**config.mk**
```make
export PLATFORM = sky130hd
export DESIGN_NAME = ps2_frame_rx
export DESIGN_NICKNAME = d
export VERILOG_FILES = /design/src/rtl/ps2_frame_rx.sv
export SDC_FILE = /design/constraint.sdc
export NUM_CORES = 1
export LEC_CHECK = 0
export ABC_AREA = 1
export BUFFER_PORTS_ARGS = -buffer_cell sky130_fd_sc_hd__buf_4
export CAP_MARGIN = 40
export CORE_MARGIN = 3
export CORE_UTILIZATION = 53
export DETAILED_ROUTE_END_ITERATION = 12
export PLACE_DENSITY_LB_ADDON = 0.15
export SYNTH_ARGS = -nofsm -noshare
export SYNTH_HDL_FRONTEND = slang
export SYNTH_SLANG_ARGS = --single-unit
```
**constraint.sdc**
```tcl
create_clock -name csi_clk -period 3 [get_ports csi_clk]
set_input_delay 0 -clock csi_clk [delete_from_list [all_inputs] [get_ports csi_clk]]
set_output_delay 0 -clock csi_clk [all_outputs]
set_load 0.05 [all_outputs]
```
**src/rtl/ps2_frame_rx.sv**
```systemverilog
// PS/2 device-to-host frame receiver: pin synchronizers, clock glitch filter,
// frame FSM with timeout recovery and a first-word-fall-through scancode FIFO.
module ps2_frame_rx #(
  parameter int FILTER_LEN = 8,
  parameter int TIMEOUT    = 50000,
  parameter int FIFO_DEPTH = 8
) (
  input  logic                          csi_clk,
  input  logic                          csi_reset_n,
  input  logic                          coe_kc,
  input  logic                          coe_kd,
  input  logic                          rd_en,
  input  logic                          clr_ovf,
  output logic [7:0]                    data,
  output logic                          valid,
  output logic [$clog2(FIFO_DEPTH):0]   count,
  output logic                          frame_err,
  output logic                          overflow
);

  localparam int PW = $clog2(FIFO_DEPTH);
  localparam int CW = PW + 1;
  localparam int FW = $clog2(FILTER_LEN + 1);
  localparam int TW = $clog2(TIMEOUT + 1);

  typedef enum logic [1:0] {
    ST_IDLE   = 2'd0,
    ST_DATA   = 2'd1,
    ST_PARITY = 2'd2,
    ST_STOP   = 2'd3
  } state_t;

  // Odd parity over the data byte plus its parity bit.
  function automatic logic parity_ok(input logic [7:0] d, input logic p);
    parity_ok = ^{d, p};
  endfunction

  logic          kc_s1_r, kc_s2_r, kd_s1_r, kd_s2_r;
  logic          kc_filt_r, kc_filt_d_r, fe_r;
  logic [FW-1:0] filt_cnt_r;
  state_t        state_r;
  logic [2:0]    bitcnt_r;
  logic [7:0]    shift_r;
  logic          par_r;
  logic [TW-1:0] tmo_r;
  logic          frame_err_r;
  logic [7:0]    mem_r [FIFO_DEPTH];
  logic [PW-1:0] head_r, tail_r;
  logic [CW-1:0] count_r;
  logic          overflow_r;

  logic good_s, push_s, pop_s, full_s, wr_s;

  assign good_s = kd_s2_r & parity_ok(shift_r, par_r);
  assign push_s = (state_r == ST_STOP) & fe_r & good_s;
  assign pop_s  = rd_en & (count_r != {CW{1'b0}});
  assign full_s = (count_r == CW'(FIFO_DEPTH));
  assign wr_s   = push_s & (~full_s | pop_s);

  assign data      = mem_r[head_r];
  assign valid     = (count_r != {CW{1'b0}});
  assign count     = count_r;
  assign frame_err = frame_err_r;
  assign overflow  = overflow_r;

  // Pin synchronizers, clock glitch filter and registered falling-edge detect.
  always_ff @(posedge csi_clk or negedge csi_reset_n) begin
    if (!csi_reset_n) begin
      kc_s1_r     <= 1'b1;
      kc_s2_r     <= 1'b1;
      kd_s1_r     <= 1'b1;
      kd_s2_r     <= 1'b1;
      kc_filt_r   <= 1'b1;
      kc_filt_d_r <= 1'b1;
      fe_r        <= 1'b0;
      filt_cnt_r  <= {FW{1'b0}};
    end else begin
      kc_s1_r     <= coe_kc;
      kc_s2_r     <= kc_s1_r;
      kd_s1_r     <= coe_kd;
      kd_s2_r     <= kd_s1_r;
      kc_filt_d_r <= kc_filt_r;
      fe_r        <= kc_filt_d_r & ~kc_filt_r;
      if (kc_s2_r == kc_filt_r) begin
        filt_cnt_r <= {FW{1'b0}};
      end else if (filt_cnt_r == FW'(FILTER_LEN - 1)) begin
        kc_filt_r  <= kc_s2_r;
        filt_cnt_r <= {FW{1'b0}};
      end else begin
        filt_cnt_r <= filt_cnt_r + 1'b1;
      end
    end
  end

  // Frame FSM with inter-edge timeout; a timeout discards the partial byte.
  always_ff @(posedge csi_clk or negedge csi_reset_n) begin
    if (!csi_reset_n) begin
      state_r     <= ST_IDLE;
      bitcnt_r    <= 3'd0;
      shift_r     <= 8'd0;
      par_r       <= 1'b0;
      tmo_r       <= {TW{1'b0}};
      frame_err_r <= 1'b0;
    end else begin
      frame_err_r <= 1'b0;
      if (state_r == ST_IDLE) begin
        tmo_r <= {TW{1'b0}};
        if (fe_r && !kd_s2_r) begin
          state_r  <= ST_DATA;
          bitcnt_r <= 3'd0;
        end
      end else if (fe_r) begin
        tmo_r <= {TW{1'b0}};
        case (state_r)
          ST_DATA: begin
            shift_r  <= {kd_s2_r, shift_r[7:1]};
            bitcnt_r <= bitcnt_r + 3'd1;
            if (bitcnt_r == 3'd7) begin
              state_r <= ST_PARITY;
            end
          end
          ST_PARITY: begin
            par_r   <= kd_s2_r;
            state_r <= ST_STOP;
          end
          ST_STOP: begin
            frame_err_r <= ~good_s;
            state_r     <= ST_IDLE;
          end
          default: state_r <= ST_IDLE;
        endcase
      end else if (tmo_r == TW'(TIMEOUT - 1)) begin
        tmo_r       <= {TW{1'b0}};
        frame_err_r <= 1'b1;
        state_r     <= ST_IDLE;
      end else begin
        tmo_r <= tmo_r + 1'b1;
      end
    end
  end

  // Scancode FIFO; a push into a full FIFO succeeds only if a pop frees a slot.
  always_ff @(posedge csi_clk or negedge csi_reset_n) begin
    if (!csi_reset_n) begin
      for (int i = 0; i < FIFO_DEPTH; i++) begin
        mem_r[i] <= 8'd0;
      end
      head_r     <= {PW{1'b0}};
      tail_r     <= {PW{1'b0}};
      count_r    <= {CW{1'b0}};
      overflow_r <= 1'b0;
    end else begin
      if (wr_s) begin
        mem_r[tail_r] <= shift_r;
        tail_r        <= tail_r + 1'b1;
      end
      if (pop_s) begin
        head_r <= head_r + 1'b1;
      end
      case ({wr_s, pop_s})
        2'b10:   count_r <= count_r + 1'b1;
        2'b01:   count_r <= count_r - 1'b1;
        default: count_r <= count_r;
      endcase
      if (push_s && full_s && !pop_s) begin
        overflow_r <= 1'b1;
      end else if (clr_ovf) begin
        overflow_r <= 1'b0;
      end
    end
  end

endmodule

```
# Word-level counts from Yosys, hierarchy flattened
# Index checks and enable logic that the tools add are counted.
[word_totals] register_bits=117 wordCells=109 input_bits=6 output_inout_bits=15
[op_classes] magnitude_cmp=3 n_mux=28 bitwise_logic=14 n_eq_ne=12 add_sub_neg=7 reduce_logical=19
[ops] op="bitwise mux 64 bit" n=1
[ops] op="2-to-1 mux 16 bit" n=3
[ops] op="binary-select mux 8 bit (select 3 bit)" n=1
[ops] op="demux 8 bit (select 3 bit)" n=1
[ops] op="2-to-1 mux 8 bit" n=3
[ops] op="adder 16 x 1 -> 16 bit, second input constant" n=1
[ops] op="== test 16 bit, second input constant" n=1
[ops] op="2-to-1 mux 3 bit" n=4
[ops] op="AND reduction 3 bit" n=4
[ops] op="2-to-1 mux 2 bit" n=5
[ops] op="adder 3 x 1 -> 3 bit, second input constant" n=3
[ops] op="parity 9 bit" n=1
[ops] op="adder 4 x 1 -> 4 bit, second input constant" n=2
[ops] op=">= comparator 4 bit, second input constant" n=2
[ops] op="2-to-1 mux 4 bit" n=2
[ops] op="inverter 3 -> 4 bit" n=2
[ops] op="case mux 4 bit (2 select lines)" n=1
[ops] op="nonzero test 2 bit" n=4
[ops] op="bitwise AND 1 bit" n=6
[ops] op="== test 2 bit, second input constant" n=3
[ops] op="2-to-1 mux 1 bit" n=6
[ops] op="inverter 1 bit" n=5
[ops] op="== test 2 x 1 -> 1 bit, second input constant" n=2
[ops] op="== test 4 x 3 -> 1 bit, second input constant" n=1
[ops] op="15 further kinds" n=19

# Depth between registers and ports, before layout
# Gate-level depths: netlist of run 1.
[logic_depth] depth_word=6 mapped_depth=19 depth_no_buf=18

# Least setup slack after synthesis of run 1
# No wires, ideal clock.
[synth_path] path_kind="register to register" from="register count_r[2], in the netlist count[2]" to="register count_r[3], in the netlist count[3]" t_required_ps=2870 n_path_buf=1 setup_time_ps=130 synth_period_minus_slack_ps=3052 t_arrival_ps=2922 stages_incl_launch_ff=13 setup_slack_ps=-52 cell_sequence="dfrtp_1 > inv_1 > nand3_1 > nand2_1 > nand2_1 > buf_2 > nand2_1 > ha_1 > xnor2_1 > nand3b_1 > o31ai_1 > o211ai_1 > xor2_1"
[synth_between] elab_chain_cells=6 elab_cells_between_ends=12 classes_between="add/sub: 2; eq/ne: 3; mux: 1; bitwise: 4; reduce/logical: 2"
[synth_rtl] element="start, declared" line_no="49" text="logic [CW-1:0] count_r;"
[synth_rtl] element="start signal, assigned" line_no="150" text="count_r <= {CW{1'b0}};"
[synth_rtl] element="start signal, assigned" line_no="161" text="2'b10: count_r <= count_r + 1'b1;"
[synth_rtl] element="start signal, assigned" line_no="162" text="2'b01: count_r <= count_r - 1'b1;"
[synth_rtl] element="nonzero test 4 bit *"
[synth_rtl] element="named net valid" line_no="15" text="output logic valid,"
[synth_rtl] element="bitwise AND 1 bit *" line_no="56" text="assign pop_s = rd_en & (count_r != {CW{1'b0}});"
[synth_rtl] element="bitwise OR 1 bit" line_no="58" text="assign wr_s = push_s & (~full_s | pop_s);"
[synth_rtl] element="bitwise AND 1 bit" line_no="58"
[synth_rtl] element="== test 2 x 1 -> 1 bit / == test 2 bit (equally long branches)" line_no="160" text="case ({wr_s, pop_s})"
[synth_rtl] element="case mux 4 bit (2 select lines) / nonzero test 2 bit (equally long branches)"
# The timed path passes the listed nets; every way through them passes the cells marked *.
# A chain may end at the register's enable or synchronous reset.

# Worst setup path in the final report of run 1
[layout_path] from="register shift_r[4]" to="register count_r[3], in the netlist count[3]"
[layout_between] elab_chain_cells=6 elab_cells_between_ends=8 classes_between="eq/ne: 2; mux: 1; bitwise: 3; reduce/logical: 2"
[layout_rtl] element="start, declared" line_no="43" text="logic [7:0] shift_r;"
[layout_rtl] element="start signal, assigned" line_no="116" text="shift_r <= {kd_s2_r, shift_r[7:1]};"
[layout_rtl] element="parity 9 bit *" line_no="35" text="parity_ok = ^{d, p};"
[layout_rtl] element="bitwise AND 1 bit *" line_no="54" text="assign good_s = kd_s2_r & parity_ok(shift_r, par_r);"
[layout_rtl] element="bitwise AND 1 bit *" line_no="55" text="assign push_s = (state_r == ST_STOP) & fe_r & good_s;"
[layout_rtl] element="bitwise AND 1 bit *" line_no="58"
[layout_rtl] element="== test 2 x 1 -> 1 bit / == test 2 bit (equally long branches)" line_no="160"
[layout_rtl] element="case mux 4 bit (2 select lines) / nonzero test 2 bit (equally long branches)"
[layout_rtl] element="end signal, assigned" line_no="161"
[layout_rtl] element="end signal, assigned" line_no="162"
[layout_rtl] element="end signal, assigned" line_no="163" text="default: count_r <= count_r;"
# Every way passes the cells marked *; elsewhere a longest branch is shown, timed or not.

==> impl_metrics.toml, run 1 <==
[clocking]
clk_latency_ns = 0.41
root_buffer = "clkbuf_16"
cts.htree.levels = 4
cts_sinks = 117
clk_pin_slew_ns = 0.05
post-cts-setup-buffers = 0
cts_tree = "built"
cts_buffers = 17
clock_path_buffers = 2

[final_layout]
instances_no_fill = 903
n_fill_cell = 948
finish.utilization_pct = 62.9
drive_gt1_share_pct = 11.5
finalNetCount = 769
area_growth_pct = 14.5
diodes = 0

[placement]
port_buffers = 20
place_hpwl_um = 9600
pre_cts_ws_ns = 0.311
gp_congestion = 0.876
dp_cells = 865

[timing]
finalSetupTns_ns = 0
clock_skew_ns = 0.00477
setup_ws_ns = 0.286
relSlewSlack_pct = 43.5
setup_violations = 0
slew_violations = 0
fmax_ghz = 0.368
layout_min_cycle_time_ns = 2.71
finalHoldViolCount = 0
fin_crit_sh_pct = 90.5
worstMarginPinSlew_ns = 0.845

[yosys]
async_reset_ff_share_pct = 100
synth_compound_area_share_pct = 7.70
netlist_area_um2 = 6030
synth_cells = 728
synth.distinct_cells = 35
synth_top_family_by_area = "simple AND/OR/NAND/NOR gates"
synth-xor-area-share_pct = 1.72
synth-simple-area-share_pct = 32.6
yosysWarnings = 0
ys.flop_type = "dfrtp_1"
ys_seq_area_share_pct = 48.7
synth_edf_count = 0
yosys_register_bits = 117
syn-num-nets = 747
syn_area_per_cell_um2 = 8.28
synthMuxAreaShare_pct = 0.187
synth-adder-area-share_pct = 2.70

[critical_path]
reg2reg_depth = 17
ff2ff_setup_slack_ns = 0.29
critPathKind = "reg -> reg"
worstPathArrival_ns = 3.00
required_ns = 3.29
timing.rr.end = "count[3]"
reg2reg_from = "shift_r[4]"
crit_fanout = 12
crit_path_start_kind = "register"
worstSetupEndpointType = "register"

[route]
viasPerCell = 5.66
drt_iter0_markers = 442
first_pass_iters = 6
vias = 5113
post-route-drc-count = 0
ant_nets = 0
wl_per_cell_um = 15.9
wl_um = 14300

[grt]
grt_first_pass_wirelength_um = 24200
grt_max_degree = 76
grt-ovfl-total = 0
antenna_found_initial = 0
grt_use_total_pct = 24.2
grt_pass1_vias = 4983

[die]
initial_utilization_pct = 54.9
die_h_um = 113
die-area_um2 = 12700
row_count = 38
io_pins = 21
die_w_um = 113
core_area_um2 = 11000

[pwr]
p_leak_nw = 3.40
power_density_nw_per_um2 = 849
ir_worst_vdd_mv = 0.682
power_mw = 5.86

[hold_path]
hold_class = "in -> async"

[status]
status = "completed"

[job]
drv.max_cap_violation_count = 0
-- area by class of cell --
type                            instances  area (µm²)  share of cell area (%)
Tap cell                              140         175                    2.54
Sequential cell                       117        2940                    42.5
Clock buffer                           29         531                    7.68
Inverter                               49         184                    2.66
Timing Repair Buffer                   39         324                    4.69
Clock inverter                          3        40.0                   0.580
Multi-Input combinational cell        526        2710                    39.3
-- layout by cell type (no fill, tap or decap), types with 11 or more instances in the layout --
cell type and count:
clkbuf_16 17, dfrtp_1 110, inv_1 45, nand2_1 208, buf_4 31, ha_1 13, nor2_1 90, nand3_1 21
a21oi_1 11, o21ai_0 52, nand4_1 69
-- Yosys cell counts (3+ instances only) --
| cell type | number | area [µm²] |
|---|---|---|
| dfrtp_1 | 111 | 2780 |
| ha_1 | 13 | 163 |
| nand3_1 | 22 | 110 |
| nor3_1 | 6 | 30.0 |
| xnor2_1 | 5 | 43.8 |
| o21ai_0 | 52 | 260 |
| dfstp_2 | 6 | 158 |
| xor2_1 | 5 | 43.8 |
| nand4_1 | 69 | 432 |
| inv_1 | 45 | 169 |
| nand2_1 | 209 | 785 |
| buf_2 | 15 | 75.1 |
| clkinv_1 | 3 | 11.3 |
| a31oi_1 | 10 | 62.6 |
| nand3_2 | 3 | 30.0 |
| nor2_1 | 90 | 338 |
| a21oi_1 | 11 | 55.1 |
| o22ai_1 | 8 | 50.1 |
| buf_6 | 3 | 33.8 |
| buf_4 | 7 | 52.6 |
| clkbuf_1 | 11 | 41.3 |
| nand4_4 | 8 | 170 |
-- report_power, final --
part           leakage, nW  switching (mW)  internal (mW)
Sequential            1.59           0.133           1.71
Combinational         1.53            1.49          0.607
Clock                0.282           0.653           1.27
Total                 3.40            2.27           3.59
-- cell families (layout without fill, tap and decap cells) --
group / after synthesis / after routing
simple gates: 415 / 415
xor+xnor: 11 / 11
buf+inv: 85 / 120
mux: 1 / 1
compound gates: 86 / 86
flops: 117 / 117
fa+ha+maj: 13 / 13
-- through the flow --
step	hold WS, ns	instance area [µm²]
after floorplan	-0.296	6030
after global placement	0.109	6270
after detailed placement	0.110	6270
after CTS	0.216	6900
after global routing	0.233	6900
final	0.189	6900
-- registers in the layout, indices dropped and copies added (netlist names) --
name / flops
overflow: 1
filt_cnt_r: 4
mem_r: 64
shift_r: 8
count: 4
par_r: 1
kc_filt_r: 1
kc_s2_r: 1
tail_r: 3
kc_s1_r: 1
kd_s1_r: 1
kd_s2_r: 1
state_r: 2
frame_err: 1
fe_r: 1
head_r: 3
tmo_r: 16
kc_filt_d_r: 1
bitcnt_r: 3
-- how the worst max path moves through the flow --
stage	start	slack, ns	cells past startpoint	to
final	shift_r[4]	0.29	17	count[3]
after global routing	shift_r[7]	-0.001	17	count[3]
after CTS	shift_r[5]	0.20	12	overflow
after detailed placement	shift_r[4]	0.31	17	count[3]
after global placement	shift_r[6]	0.53	17	count[3]
after floorplan	count[1]	0.16	14	count[2]
-- per-layer routing --
layer  vias to the layer above  share of wire [%]  GRT usage, %  wire (µm)
li1                       2511                  -             -          -
met1                      2417                 42          31.3       6070
met5                         -                  0             0          0
met4                         0                3.5          12.4        502
met3                        35                5.2          5.61        745
met2                       150                 49          38.2       7020
-- worst max-delay path: stages, from the launching register on --
cell and delay [ns]:
dfrtp_1 0.59, inv_1 0.13, nand2_1 0.10, nand2_1 0.07, nand2_1 0.10, nand3_2 0.08, nand3_1 0.12, nand3_2 0.13
nor2_4 0.12, nand2_1 0.13, ha_1 0.25, nand2_1 0.08, inv_1 0.06, nor2_1 0.15, nand3b_1 0.12, o31ai_1 0.08
o211ai_1 0.14, xor2_1 0.16
-- what timing repair did --
action | in CTS | in global routing
endpoints found under the hold margin | 55 | 0
resized for setup | 0 | 2
setup endpoints to repair | 0 | 2
hold buffers | 6 | 0
Note: power is estimated with default switching activity, not from simulation.
==> inputs of run 2 (changes only) <==
- ABC_AREA: 1 -> default
- CTS_BUF_LIST: default -> sky130_fd_sc_hd__clkbuf_16
==> run 2 against run 1 <==
Effect of this change: combinational power is 67% lower; hold slack gained 0.042 ns; maximum frequency down 2.9%; cell count fell by 36%; core utilization rose by 1.5 points; via count is 38% lower; worst setup slack lost 0.081 ns; critical path type unchanged; critical endpoint is now mem_r[46]; highest routed layer unchanged.
==> impl_metrics.toml, run 2 <==
[final_layout]
finalNetCount = 454
seq_area_um2 = 2940
final_cell_mix = "dfrtp_1 (111), mux2_2 (76), buf_4 (26)"
diodes = 0
largest_reg_flops = 64
multi_input_area_um2 = 2450
final_common_cell = "dfrtp_1"
area_growth_pct = 15.8
finish.utilization_pct = 64.4
top_regs = "mem_r (64), tmo_r (16), shift_r (8)"
largest-register = "mem_r"
drive_gt1_share_pct = 37.5
n_fill_cell = 731

[route]
ant_nets = 0
vias = 3177
wl_per_cell_um = 17.6
post-route-drc-count = 0
first_pass_iters = 4
viasPerCell = 5.47
drt_iter0_markers = 129
wl_um = 10200

[critical_path]
crit_fanout = 12
reg2reg_depth = 6
cp_slowest_stage_delay_ns = 0.75
worstSetupEndpointType = "register"
critPathKind = "reg -> reg"
path_cells = "xor2_1 -> xnor3_2 -> mux2i_1 -> buf_4 -> or4b_1 -> mux2_2"
required_ns = 3.28
worstPathArrival_ns = 3.08
slowest_stage = "or4b_1"
crit_path_start_kind = "register"

[die]
core_area_um2 = 9950
row_count = 36
die_h_um = 108
initial_utilization_pct = 55.6
io_pins = 21
die-area_um2 = 11700
die_w_um = 108

[timing]
finalSetupTns_ns = 0
relSlewSlack_pct = 42.0
rsz0062_at_grt = "false"
worstMarginPinSlew_ns = 0.870
fmax_ghz = 0.358
hold_slack_ns = 0.231
layout_min_cycle_time_ns = 2.79
fin_crit_sh_pct = 93.2
setup_violations = 0
finalHoldViolCount = 0
slew_violations = 0
clock_skew_ns = 0.00834

[placement]
gp_congestion = 0.780
port_buffers = 20
place_hpwl_um = 6330

[yosys]
synth_cells = 411
syn-num-nets = 430
synth.area.top_cells = "dfrtp_1 (50%), mux2_2 (15%), mux4_2 (6.5%)"
synth_edf_count = 0
yosysMostFrequentCell = "dfrtp_1"
netlist_area_um2 = 5540
yosysWarnings = 0
ys.flop_type = "dfrtp_1"
syn_area_per_cell_um2 = 13.5
async_reset_ff_share_pct = 100
synth.distinct_cells = 45
ys_seq_area_share_pct = 53.0
synthTopCellsByCount = "dfrtp_1 (111), mux2_2 (76), nor2_1 (24)"
synth_top_area_share_pct = 50.2
yosys_register_bits = 117
yosysTopAreaCell = "dfrtp_1"

[clocking]
cts_sinks = 117
postCtsHoldBufs = 6
cts.htree.levels = 4
clock_path_buffers = 2
clk_latency_ns = 0.40
cts-resized-gates = 0
cts_buffers = 17
cts_tree = "built"
clk_pin_slew_ns = 0.05
root_buffer = "clkbuf_16"
post-cts-setup-buffers = 0

[grt]
grt_pass1_vias = 3324
grt-ovfl-total = 0
grt_first_pass_wirelength_um = 17300
grt_use_total_pct = 19.7
grt_max_degree = 66
antenna_found_initial = 0

[pwr]
ir_worst_vdd_mv = 0.501
p_leak_nw = 3.05
power_mw = 4.42
power_density_nw_per_um2 = 690

[job]
drv.max_cap_violation_count = 0

[hold_path]
hold_class = "in -> async"

[status]
status = "completed"
## run 2: cell families (layout without fill, tap and decap cells)
logic type                 after synthesis  count (layout)  share of synthesized area, %
AOI/OAI and AO/OA                       22              22                          2.53
DFF                                    117             117                          53.0
buffers and inverters                   38              75                          2.98
and+or+nand+nor                         87              87                          8.43
muxes                                  103             103                          24.7
adders and majority gates               13              13                          2.94
xor gates and xnor gates                31              31                          5.42
## run 2: area by class of cell
cell class	count	area share (%)
clock inverter	15	1.91
clock buffer	17	6.64
inverter	10	0.586
sequential	117	45.8
multi-input combinational	256	38.2
tap	133	2.60
timing repair buffer	33	4.30
## run 2: critical path, delay by kind of cell, from the launching register on
family | cells | cell delay (ns)
XOR/XNOR | 2 | 0.65
flip-flops | 1 | 0.56
buffers and inverters | 1 | 0.19
multiplexers | 2 | 0.51
AND/OR/NAND/NOR | 1 | 0.75
## run 2: path summary, 6_finish.rpt
check	startpoint	slack (ns)	to
worst max-delay path	shift_r[5]	0.21	mem_r[46]
worst max register to register	shift_r[5]	0.21	mem_r[46]
min in group csi_clk	coe_kd	0.26	kd_s1_r
max in group asynchronous	csi_reset_n	1.96	kd_s1_r
worst min register to register	kc_s1_r	0.36	kc_s2_r
worst min-delay path	csi_reset_n	0.23	mem_r[2]
## run 2: metal layers
layer / share of wire, % / track usage [%] / wire length, µm / vias up
li1: - / - / - / 1506
met1: 45 / 26.1 / 4630 / 1620
met3: 2.9 / 4.78 / 301 / 12
met2: 50 / 31.7 / 5170 / 39
met4: 1.4 / 7.39 / 139 / 0
met5: 0 / 0 / 0 / -
## run 2: power by group
part	internal, mW	switching, mW	leakage [nW]	total (mW)
Clock	1.19	0.674	0.271	1.87
Combinational	0.301	0.381	1.18	0.682
Sequential	1.68	0.191	1.59	1.87
Total	3.17	1.25	3.05	4.42
## run 2: through the flow
stage / instance area [µm²] / setup slack [ns] / cells
finish: 6410 / 0.205 / 581
global route: 6410 / 0.0624 / 581
floorplan: 5540 / 0.0733 / 411
CTS: 6410 / 0.188 / 581
global placement: 5800 / 0.267 / 543
detailed placement: 5800 / 0.234 / 543
==> inputs of run 3 (changes only) <==
- clock period: 3 -> 3.5 ns (I/O delays scaled with it)
==> run 3 against run 2 <==
Effect of this change: die area is the same; register-to-register slack gained 0.42 ns; core utilization grew 0.38 points; maximum frequency shrank 2.7%; power shrank 11%; sequential power shrank 14%; clock skew shrank 0.0015 ns; via count grew 1.4%; critical path type unchanged; largest power group is now clock.
==> impl_metrics.toml, run 3 (same netlist as run 2, synthesis figures left out) <==
[status]
status = "completed"

[critical_path]
reg2reg_depth = 11
crit_fanout = 13
crit_path_start_kind = "register"
critPathKind = "reg -> reg"
reg2reg_from = "shift_r[2]"
required_ns = 3.77
timing.rr.end = "count[2]"
worstPathArrival_ns = 3.14
ff2ff_setup_slack_ns = 0.63
worstSetupEndpointType = "register"

[timing]
setup_violations = 0
layout_min_cycle_time_ns = 2.87
worstMarginPinSlew_ns = 0.870
relSlewSlack_pct = 42.0
fmax_ghz = 0.348
finalSetupTns_ns = 0
finalHoldViolCount = 0
fin_crit_sh_pct = 82.1
slew_violations = 0
clock_skew_ns = 0.00683
hold_slack_ns = 0.137
rsz0062_at_grt = "false"

[route]
first_pass_iters = 5
wl_um = 10700
vias = 3222
drt_iter0_markers = 159
ant_nets = 0
post-route-drc-count = 0
viasPerCell = 5.55
wl_per_cell_um = 18.4

[final_layout]
final_cell_mix = "dfrtp_1 (111), mux2_2 (76), buf_4 (28)"
area_growth_pct = 16.4
largest-register = "mem_r"
diodes = 0
top_regs = "mem_r (64), tmo_r (16), shift_r (8)"
largest_reg_flops = 64
finalNetCount = 455
drive_gt1_share_pct = 37.5
n_fill_cell = 749
final_common_cell = "dfrtp_1"

[die]
row_count = 36
die_w_um = 108
initial_utilization_pct = 55.6
die_h_um = 108
io_pins = 21
core_area_um2 = 9950
die-area_um2 = 11700

[clocking]
cts.htree.levels = 4
root_buffer = "clkbuf_16"
cts_buffers = 17
post-cts-setup-buffers = 0
clock_path_buffers = 2
clk_latency_ns = 0.40
cts_sinks = 117
cts_tree = "built"
clk_pin_slew_ns = 0.05

[placement]
port_buffers = 20
gp_congestion = 0.732
place_hpwl_um = 6710

[grt]
antenna_found_initial = 0
grt_use_total_pct = 20.6
grt_first_pass_wirelength_um = 18000
grt_max_degree = 43
grt_pass1_vias = 3505
grt-ovfl-total = 0

[pwr]
ir_worst_vdd_mv = 0.442
power_density_nw_per_um2 = 610
p_leak_nw = 3.07

[hold_path]
hold_class = "in -> async"

[job]
drv.max_cap_violation_count = 0
-- run 3: cell count changes in the layout (fill, tap and decap cells not counted), moves of 2 or more --
cell / change
buf_4: +2
bufinv_16: +2
clkinv_1: -2
clkinv_2: -2
-- run 3: report_power, final --
group	internal [mW]	leakage (nW)	switching, mW
Sequential	1.44	1.59	0.163
Combinational	0.256	1.18	0.330
Clock	1.17	0.293	0.573
Total	2.86	3.07	1.07
-- run 3: what timing repair did --
action,in CTS,in global routing
hold buffers,6,0
resized for setup,0,0
endpoints found under the setup margin,0,0
endpoints found under the hold margin,44,0
-- run 3: metal layers --
layer | global-route usage [%] | part of all wire, %
met1 | 26.9 | 46
met2 | 33.6 | 50
met3 | 5.43 | 3.0
met4 | 6.76 | 1.5
met5 | 0 | 0
-- run 3: worst max-delay path by stage --
| stage | from | endpoint | cells after the start |
|---|---|---|---|
| global placement | shift_r[2] | count[2] | 11 |
| floorplan | count[1] | count[2] | 11 |
| global route | shift_r[2] | count[2] | 11 |
| CTS | shift_r[2] | count[2] | 11 |
| detailed placement | shift_r[2] | count[2] | 11 |
| finish | shift_r[2] | count[2] | 11 |
-- run 3: final cells by class --
type	count	area (µm²)	area share, %
well taps	133	166	2.58
flip-flops and latches	117	2940	45.5
multi-input cells	256	2440	37.9
clock inverters	14	169	2.62
inverters	10	37.5	0.582
clock buffers	17	425	6.60
repair buffers	34	270	4.19
-- run 3: through the flow --
| stage | total power [mW] | util, % | worst slack (ns) | cell area [µm²] | cells |
|---|---|---|---|---|---|
| 5_1_grt | 4.11 | 64.8 | 0.453 | 6450 | 581 |
| 3_5_place_dp | 2.22 | 58.2 | 0.730 | 5790 | 544 |
| 3_3_place_gp | 2.20 | 58.2 | 0.766 | 5790 | 544 |
| 6_report | 3.93 | 64.8 | 0.627 | 6450 | 581 |
| 2_1_floorplan | 2.03 | - | 0.408 | 5540 | 411 |
| 4_1_cts | 3.98 | 64.8 | 0.626 | 6450 | 581 |
-- run 3: critical path, cell delays in order (launching register included) --
cell and delay [ns]:
dfrtp_1 0.49, xnor2_1 0.33, xnor3_2 0.44, mux2i_1 0.16, buf_4 0.22, ha_1 0.30
xor2_1 0.11, ha_1 0.19, a21oi_1 0.15, xor2_1 0.15, nor2_1 0.06, xor2_1 0.14
